==> src/rtl/fpu_sequencer_pkg.sv <==
// Shared definitions for the FPU command sequencer:
// FSM encoding, operation codes and the queued command record.
package fpu_sequencer_pkg;

  localparam logic [2:0] S_IDLE      = 3'd0;
  localparam logic [2:0] S_ISSUE     = 3'd1;
  localparam logic [2:0] S_WAIT_LOW  = 3'd2;
  localparam logic [2:0] S_WAIT_HIGH = 3'd3;
  localparam logic [2:0] S_RESP      = 3'd4;

  localparam logic [1:0] OP_ADD = 2'b00;
  localparam logic [1:0] OP_SUB = 2'b01;
  localparam logic [1:0] OP_MUL = 2'b10;
  localparam logic [1:0] OP_DIV = 2'b11;

  localparam int CMD_W = 70;

  typedef struct packed {
    logic [31:0] a;
    logic [31:0] b;
    logic [1:0]  op;
    logic [3:0]  tag;
  } cmd_t;

endpackage

==> src/rtl/fpu_sequencer_cmd_fifo.sv <==
// Command queue: power-of-two FIFO with wrapping pointers.
// Full is taken from the registered count, so a same-cycle pop never frees a slot early.
module fpu_cmd_fifo #(
  parameter int DEPTH = 4,
  parameter int W     = 70
) (
  input  logic         clk,
  input  logic         rst,
  input  logic         push,
  input  logic [W-1:0] din,
  input  logic         pop,
  output logic [W-1:0] dout,
  output logic [4:0]   count,
  output logic         full,
  output logic         empty
);

  localparam int AW = (DEPTH > 1) ? $clog2(DEPTH) : 1;

  logic [W-1:0]  mem_q [DEPTH];
  logic [AW-1:0] wr_q, wr_d;
  logic [AW-1:0] rd_q, rd_d;
  logic [4:0]    cnt_q, cnt_d;
  logic          do_push, do_pop;

  assign full  = (cnt_q == 5'(DEPTH));
  assign empty = (cnt_q == 5'd0);
  assign count = cnt_q;
  assign dout  = mem_q[rd_q];

  // Next pointer and occupancy values.
  always_comb begin
    do_push = push && !full;
    do_pop  = pop && !empty;
    wr_d    = do_push ? wr_q + AW'(1) : wr_q;
    rd_d    = do_pop ? rd_q + AW'(1) : rd_q;
    cnt_d   = cnt_q + 5'(do_push) - 5'(do_pop);
  end

  // Pointer and count registers.
  always_ff @(posedge clk or posedge rst) begin
    if (rst) begin
      wr_q  <= '0;
      rd_q  <= '0;
      cnt_q <= '0;
    end else begin
      wr_q  <= wr_d;
      rd_q  <= rd_d;
      cnt_q <= cnt_d;
    end
  end

  // Storage array; contents are don't-care until written.
  always_ff @(posedge clk) begin
    if (do_push) mem_q[wr_q] <= din;
  end

endmodule

==> src/rtl/fpu_sequencer.sv <==
// Queues FPU commands and runs them one at a time through a
// start/done handshake, with a per-operation timeout.
module fpu_sequencer
  import fpu_sequencer_pkg::*;
#(
  parameter int DEPTH   = 4,
  parameter int TIMEOUT = 255
) (
  input  logic        clk,
  input  logic        rst,
  input  logic        cmd_valid,
  output logic        cmd_ready,
  input  logic [31:0] cmd_a,
  input  logic [31:0] cmd_b,
  input  logic [1:0]  cmd_op,
  input  logic [3:0]  cmd_tag,
  output logic [31:0] fpu_a,
  output logic [31:0] fpu_b,
  output logic [1:0]  fpu_op,
  output logic        fpu_start,
  input  logic [31:0] fpu_r,
  input  logic        fpu_done,
  output logic        rsp_valid,
  input  logic        rsp_ready,
  output logic [31:0] rsp_r,
  output logic        rsp_err,
  output logic [3:0]  rsp_tag,
  output logic        busy,
  output logic [4:0]  q_count
);

  cmd_t        in_cmd, head;
  logic        pop, full, empty;
  logic [2:0]  state_q, state_d;
  logic [31:0] a_q, a_d, b_q, b_d;
  logic [1:0]  op_q, op_d;
  logic [3:0]  tag_q, tag_d;
  logic [31:0] rsp_r_q, rsp_r_d;
  logic        rsp_err_q, rsp_err_d;
  logic [3:0]  rsp_tag_q, rsp_tag_d;
  logic [7:0]  tmo_q, tmo_d, tmo_inc;
  logic        tmo_hit;

  assign in_cmd = '{a: cmd_a, b: cmd_b, op: cmd_op, tag: cmd_tag};

  fpu_cmd_fifo #(.DEPTH(DEPTH), .W(CMD_W)) u_fifo (
    .clk   (clk),
    .rst   (rst),
    .push  (cmd_valid),
    .din   (in_cmd),
    .pop   (pop),
    .dout  (head),
    .count (q_count),
    .full  (full),
    .empty (empty)
  );

  assign cmd_ready = !full;
  assign fpu_a     = a_q;
  assign fpu_b     = b_q;
  assign fpu_op    = op_q;
  assign fpu_start = (state_q == S_ISSUE);
  assign rsp_valid = (state_q == S_RESP);
  assign rsp_r     = rsp_r_q;
  assign rsp_err   = rsp_err_q;
  assign rsp_tag   = rsp_tag_q;
  assign busy      = (state_q != S_IDLE) || !empty;

  // Sequencer FSM; in WAIT_LOW the timeout wins since no result is valid there.
  always_comb begin
    state_d   = state_q;
    a_d       = a_q;
    b_d       = b_q;
    op_d      = op_q;
    tag_d     = tag_q;
    rsp_r_d   = rsp_r_q;
    rsp_err_d = rsp_err_q;
    rsp_tag_d = rsp_tag_q;
    tmo_d     = tmo_q;
    pop       = 1'b0;
    tmo_inc   = tmo_q + 8'd1;
    tmo_hit   = (tmo_inc == 8'(TIMEOUT));
    unique case (state_q)
      S_IDLE: begin
        if (!empty) begin
          pop     = 1'b1;
          a_d     = head.a;
          b_d     = head.b;
          op_d    = head.op;
          tag_d   = head.tag;
          state_d = S_ISSUE;
        end
      end
      S_ISSUE: begin
        tmo_d   = 8'd0;
        state_d = S_WAIT_LOW;
      end
      S_WAIT_LOW: begin
        tmo_d = tmo_inc;
        if (tmo_hit) begin
          rsp_r_d   = 32'd0;
          rsp_err_d = 1'b1;
          rsp_tag_d = tag_q;
          state_d   = S_RESP;
        end else if (!fpu_done) begin
          state_d = S_WAIT_HIGH;
        end
      end
      S_WAIT_HIGH: begin
        tmo_d = tmo_inc;
        if (fpu_done) begin
          rsp_r_d   = fpu_r;
          rsp_err_d = 1'b0;
          rsp_tag_d = tag_q;
          state_d   = S_RESP;
        end else if (tmo_hit) begin
          rsp_r_d   = 32'd0;
          rsp_err_d = 1'b1;
          rsp_tag_d = tag_q;
          state_d   = S_RESP;
        end
      end
      S_RESP: begin
        if (rsp_ready) state_d = S_IDLE;
      end
      default: state_d = S_IDLE;
    endcase
  end

  // State, operand and response registers.
  always_ff @(posedge clk or posedge rst) begin
    if (rst) begin
      state_q   <= S_IDLE;
      a_q       <= '0;
      b_q       <= '0;
      op_q      <= '0;
      tag_q     <= '0;
      rsp_r_q   <= '0;
      rsp_err_q <= 1'b0;
      rsp_tag_q <= '0;
      tmo_q     <= '0;
    end else begin
      state_q   <= state_d;
      a_q       <= a_d;
      b_q       <= b_d;
      op_q      <= op_d;
      tag_q     <= tag_d;
      rsp_r_q   <= rsp_r_d;
      rsp_err_q <= rsp_err_d;
      rsp_tag_q <= rsp_tag_d;
      tmo_q     <= tmo_d;
    end
  end

endmodule
==> config.mk <==
export PLATFORM = sky130hd
export DESIGN_NAME = fpu_sequencer
export DESIGN_NICKNAME = d
export VERILOG_FILES = /design/src/rtl/fpu_sequencer_pkg.sv /design/src/rtl/fpu_sequencer_cmd_fifo.sv /design/src/rtl/fpu_sequencer.sv
export SDC_FILE = /design/constraint.sdc
export NUM_CORES = 1
export LEC_CHECK = 0
export ABC_AREA = 1
export CORE_UTILIZATION = 40
export DETAILED_ROUTE_END_ITERATION = 8
export PLACE_DENSITY = 0.73
export SKIP_LAST_GASP = 1
export SYNTH_ARGS = -nofsm -noshare
export SYNTH_HDL_FRONTEND = slang
export SYNTH_SLANG_ARGS = --single-unit
==> constraint.sdc <==
create_clock -name clk -period 5.6 [get_ports clk]
set_input_delay 1.12 -clock clk [delete_from_list [all_inputs] [get_ports clk]]
set_output_delay 1.12 -clock clk [all_outputs]
set_load 0.005 [all_outputs]
Yosys cells after proc, flatten, opt, wreduce, memory -nomap -nowiden
Memory sizes are Yosys's and may differ from the RTL's. A register that Yosys moved wholly into a read port is not among the register bits. Cells that the tools add are included.

Register bits: 57. Memory bits (writable): 280. Bits of input ports: 107. Word-level logic and storage cells: 59. Memories: 1.

Memory list: u_fifo.mem_q (depth 4, bits a word 70, read ports 1, clocked after Yosys merged registers in 1, write ports 1, RTL line fpu_sequencer_cmd_fifo.sv:20) `logic [W-1:0] mem_q [DEPTH];`.

Add/subtract/negate cells: 5. Equality and inequality tests: 10. Multiplexer cells: 21. Bitwise gates (word level): 1. Reduce and logical (&&, ||, !) cells: 13.

Operators with widths (count): 32-bit two-way mux (2); 32-bit one-hot mux with 2 select lines (1); 3-bit two-way mux (6); 8-bit one-hot mux with 2 select lines (1); 3-bit one-hot mux with 5 select lines (1); 8-bit by 1-bit adder with 8-bit output, second input constant (1); 8-bit == test, second input constant (1); 4-bit two-way mux (2); 4-bit one-hot mux with 2 select lines (1); 3-bit by 2-bit == test with 1-bit output, second input constant (2); 1-bit two-way mux (6); 3-bit != test, second input constant (2); 5-bit by 1-bit adder with 5-bit output (1); 5-bit by 3-bit == test with 1-bit output, second input constant (1); 5-bit zero test (1); 5-bit by 1-bit subtractor with 5-bit output (1); 2-bit by 1-bit adder with 2-bit output, second input constant (2); 4-bit AND reduction (1); 2-bit nonzero test (2); 3-bit by 1-bit == test with 1-bit output, second input constant (1); 3-bit == test, second input constant (1); 3-bit zero test (1); 3-bit nonzero test (1); 1-bit logical AND (2); other kinds (8) (9).

Longest topological paths before layout
Word-level depth: 5. Gate-level depth with buffers: 14. Mapped depth without buffers: 13.

Hierarchy
From an unflattened synthesis, not the netlist that was laid out.

Cell total of the unflattened synthesis: 1459. Area total of the unflattened synthesis: 16372.0 um^2.

Modules (own cells, without submodules): fpu_cmd_fifo (times used 1, cells an instance 901, area each 11646.2 um^2); fpu_sequencer (times used 1, cells an instance 558, area each 4725.8 um^2).

Worst setup path after synthesis
OpenSTA, ideal clock, no wires.

Path kind: input to register. Start point: input cmd_valid. End point: memory u_fifo.mem_q[0][0], enable pin. Arrival time: 4185 ps. Required time: 5101 ps. Slack: 916 ps. Stages on the path: 2. Path buffers: 0. Cell sequence: nand2_1 -> nor2_1.

Cells in the longest elaborated chain, start to end: 3.

RTL lines: start: declaration (RTL line fpu_sequencer.sv:11) `input logic cmd_valid,`; 1-bit logical AND (RTL line fpu_sequencer_cmd_fifo.sv:33) `do_push = push && !full;`; 1-bit two-way mux (RTL line fpu_sequencer_cmd_fifo.sv:55) `if (do_push) mem_q[wr_q] <= din;`; 1-bit two-way mux (implied by the code) (RTL line fpu_sequencer_cmd_fifo.sv:55); end: declaration (RTL line fpu_sequencer_cmd_fifo.sv:20).

Every way passes these cells.

Worst setup path after layout
Start point: register state_q[1]. End point: output busy.

Cells in the longest elaborated chain, start to end: 2.

RTL lines: start: declaration (RTL line fpu_sequencer.sv:34) `logic [2:0] state_q, state_d;`; start signal: assignment (RTL line fpu_sequencer.sv:143) `state_q <= state_d;`; 3-bit nonzero test (RTL line fpu_sequencer.sv:67) `assign busy = (state_q != S_IDLE) || !empty;`; 1-bit logical OR (RTL line fpu_sequencer.sv:67); end: declaration (RTL line fpu_sequencer.sv:28) `output logic busy,`.

Every way passes these cells.

==> metrics.md <==
| Metric | Value |
|---|---|
| Worst hold path type | `reg2reg` |
| CP Max Fanout | `3` |
| Initial core utilization | `between 40% and 50%` |
| Post-synthesis register bit count | `407` |
| RSZ-0062 raised after global routing | `no` |
| Element type at the critical path end | `output pin` |
| Initial antenna violation count | `5` |
| CP Class | `reg2out` |
| Crit path required time | `about 4.5 ns` |
| EDFF count, synth | `between 200 and 300` |
| Clock latency on the worst-skew pair | `between 0.5 and 0.6 ns` |
| CTS H-tree depth | `2` |
| Most common cell in the netlist | `nand2_1` |
| Area Overhead vs Synth | `26.26%` |
| Finished Cell Area | `between 15000 and 20000 um2` |
| Pin count of the biggest net entering global routing | `between 90 and 100` |
| Number of port buffers | `about 220` |
| Ports | `~220` |
| Core Area | `between 30000 and 40000 um2` |
| Post-CTS Resized | `0` |
| Outcome | `completed` |
| FMAX | `between 200 and 300 MHz` |
| Avg WL per Cell | `17.29 um` |
| Final Cycle Share | `59.77%` |
| Synth Instances | `about 1.3k` |
| Detailed Place HPWL | `roughly 21000 um` |
| Synth area leader | `edfxtp_1` |
| Avg Vias per Cell | `around 5.0` |
| Routed wire length | `35470 um` |
| CTS tree | `yes` |
| Worst reg2reg path startpoint | `u_fifo.count[3]` |
| Initial DRT Pass Iterations | `5` |
| Final Critical Period | `around 3.3 ns` |
| First-pass GRT wire length | `roughly 55000 um` |
| Dpl cell area | `18240 um2` |
| Sequential area share after synthesis | `74.47%` |
| GR Overflow Total | `0` |
| GPL Wtd Cong | `slightly below 0.8` |
| Max-slew violation count | `0` |
| Row cnt | `a little over 70` |
| Max-cap violations | `0` |
| HP Start | `rsp_r[22]` |
| Detailed router's first-iteration violation count | `around 630` |
| Critical Path Source | `state_q[1]` |
| Yosys top cell area share | `between 50 and 60%` |
| Post-synth top cells | `nand2_1 (339), edfxtp_1 (280), nor2_1 (156)` |
| CTS max path bufs | `3` |
| Ys async rst share | `between 30% and 40%` |
| Final setup TNS | `0 ns` |
| Setup Viol. Count Final | `0` |
| Root buf cell | `clkbuf_16` |
| Cts hold-fix bufs | `0` |
| Syn. warnings | `0` |
| Die area | `between 30000 and 40000 um2` |
| Via count | `10.23k` |
| CTS Sinks | `407` |
| Vias in the first global route | `10.27k` |
| Number of fill cells | `~3.2k` |
| Mean post-synth cell area | `between 10 and 15 um2` |
| Slew @ Worst Pin | `1.105 ns` |
| Max_slew headroom | `a little over a quarter` |
| DRC Markers | `0` |
| Primary FF master, synth | `edfxtp_1` |
| Synthesized Nets | `around 1.4k` |
| Clock Pin Slew Worst Setup and Hold Paths | `about 0.050 ns` |
| Synth area leaders | `edfxtp_1 (54%), dfrtp_1 (20%), nand2_1 (8.2%)` |
| Non-Filler Instances | `roughly 2k` |
| Chip height | `approximately 200 um` |
| GRT Total Usage | `around 18%` |
| CP Data Arrival Time | `approximately 2.2 ns` |
| Maximum VDD drop | `between 0.3 and 0.4 mV` |
| Dpl cells | `about 2.0k` |
| Netlist cell types | `28` |
| Die W | `199.2 um` |
| Power Density | `around 550 nW/um2` |
| Critical Path Start Type | `register` |
| Leak Pwr | `7.589 nW` |
| Total power | `around 11 mW` |
| Fin. Hold Viols | `0` |
| Post-Syn Area | `between 15000 and 20000 um2` |
| Layout Utilization | `51.78%` |
| Cts bufs inserted | `43` |
| Final net count | `approximately 1.6k` |
| Antenna Violating Nets Remaining | `0` |
| Postcts setup bufs | `0` |
| Max Clock Skew | `0.009821 ns` |
| Fraction of layout cells with a size suffix above 1 | `under 10%` |
where the power goes:
part | leakage [nW] | internal (mW) | switching, mW
Sequential | 4.16 | 4.12 | 0.388
Clock | 0.677 | 1.65 | 1.10
Combinational | 2.76 | 1.43 | 2.11
metrics by stage:
step	worst slack (ns)	hold WS [ns]
6_report	2.253	0.4684
2_1_floorplan	0.9158	0.4498
3_5_place_dp	2.161	0.4578
5_1_grt	2.131	0.4915
3_3_place_gp	2.147	0.4527
4_1_cts	2.222	0.4714
cells in the final DEF (no fill, tap or decap), drive strengths merged, types with 2 or more instances in the layout:
| cell | n |
|---|---|
| a21oi | 4 |
| buf | 12 |
| bufinv | 2 |
| clkbuf | 61 |
| clkdlybuf4s50 | 218 |
| clkinv | 14 |
| clkinvlp | 3 |
| dfrtp | 127 |
| diode | 3 |
| edfxtp | 280 |
| ha | 12 |
| inv | 47 |
| nand2 | 345 |
| nand3 | 12 |
| nand4 | 4 |
| nor2 | 159 |
| nor3 | 3 |
| o21ai | 152 |
| o22ai | 74 |
| or2 | 2 |
| xor2 | 5 |
worst paths after layout:
| kind | to | slack (ns) | cells past startpoint |
|---|---|---|---|
| worst max-delay path | busy | 2.25 | 6 |
| min in group asynchronous | u_fifo.count[3] | 1.11 | 2 |
| worst max register to register | u_fifo.count[4] | 2.43 | 13 |
| worst min register to register | rsp_r[22] | 0.47 | 2 |
| worst min-delay path | rsp_r[22] | 0.47 | 2 |
| max in group asynchronous | fpu_b[22] | 3.43 | 3 |
registers in the layout (all words and copies together), names as in the netlist:
register and cells:
rsp_err 1, state_q 3, rsp_r 32, fpu_op 2
tag_q 4, u_fifo.rd_q 2, u_fifo.wr_q 2, u_fifo.count 5
u_fifo.mem_q 280, rsp_tag 4, fpu_b 32, fpu_a 32
tmo_q 8
metal layers:
metal | part of all wire [%] | track usage, %
met3 | 7.9 | 4.034
met1 | 43 | 23.02
met5 | 0.025 | 0
met2 | 47 | 30.25
met4 | 1.7 | 4.359
logic make-up (layout without fill, tap and decap cells):
family / Yosys count / after routing / share of synthesized area, %
AOI/OAI and AO/OA: 230 / 230 / 7.994
xor gates and xnor gates: 6 / 6 / 0.3378
adders and majority gates: 13 / 13 / 1.094
buffers and inverters: 115 / 357 / 2.976
DFF: 407 / 407 / 74.47
other: 0 / 3 / 0
and+or+nand+nor: 525 / 525 / 13.13
cell type report:
class	count	area, um2	area share (%)
Timing Repair Buffer	230	2272	11.57
Inverter	48	188.9	0.9618
Sequential cell	407	11590	59.01
Clock inverter	18	141.4	0.7198
Multi-Input combinational cell	774	3546	18.05
Antenna cell	3	7.507	0.03822
Clock buffer	61	1256	6.395
Tap cell	511	639.4	3.255
critical path, cell delays in order (launching register included):
cell and delay (ns):
dfrtp_1 0.40, nor2_1 0.19, inv_1 0.07, nor2_1 0.23, inv_1 0.08, or2_2 0.30, clkdlybuf4s50_1 0.45
Power figures use the tool's default switching activity.
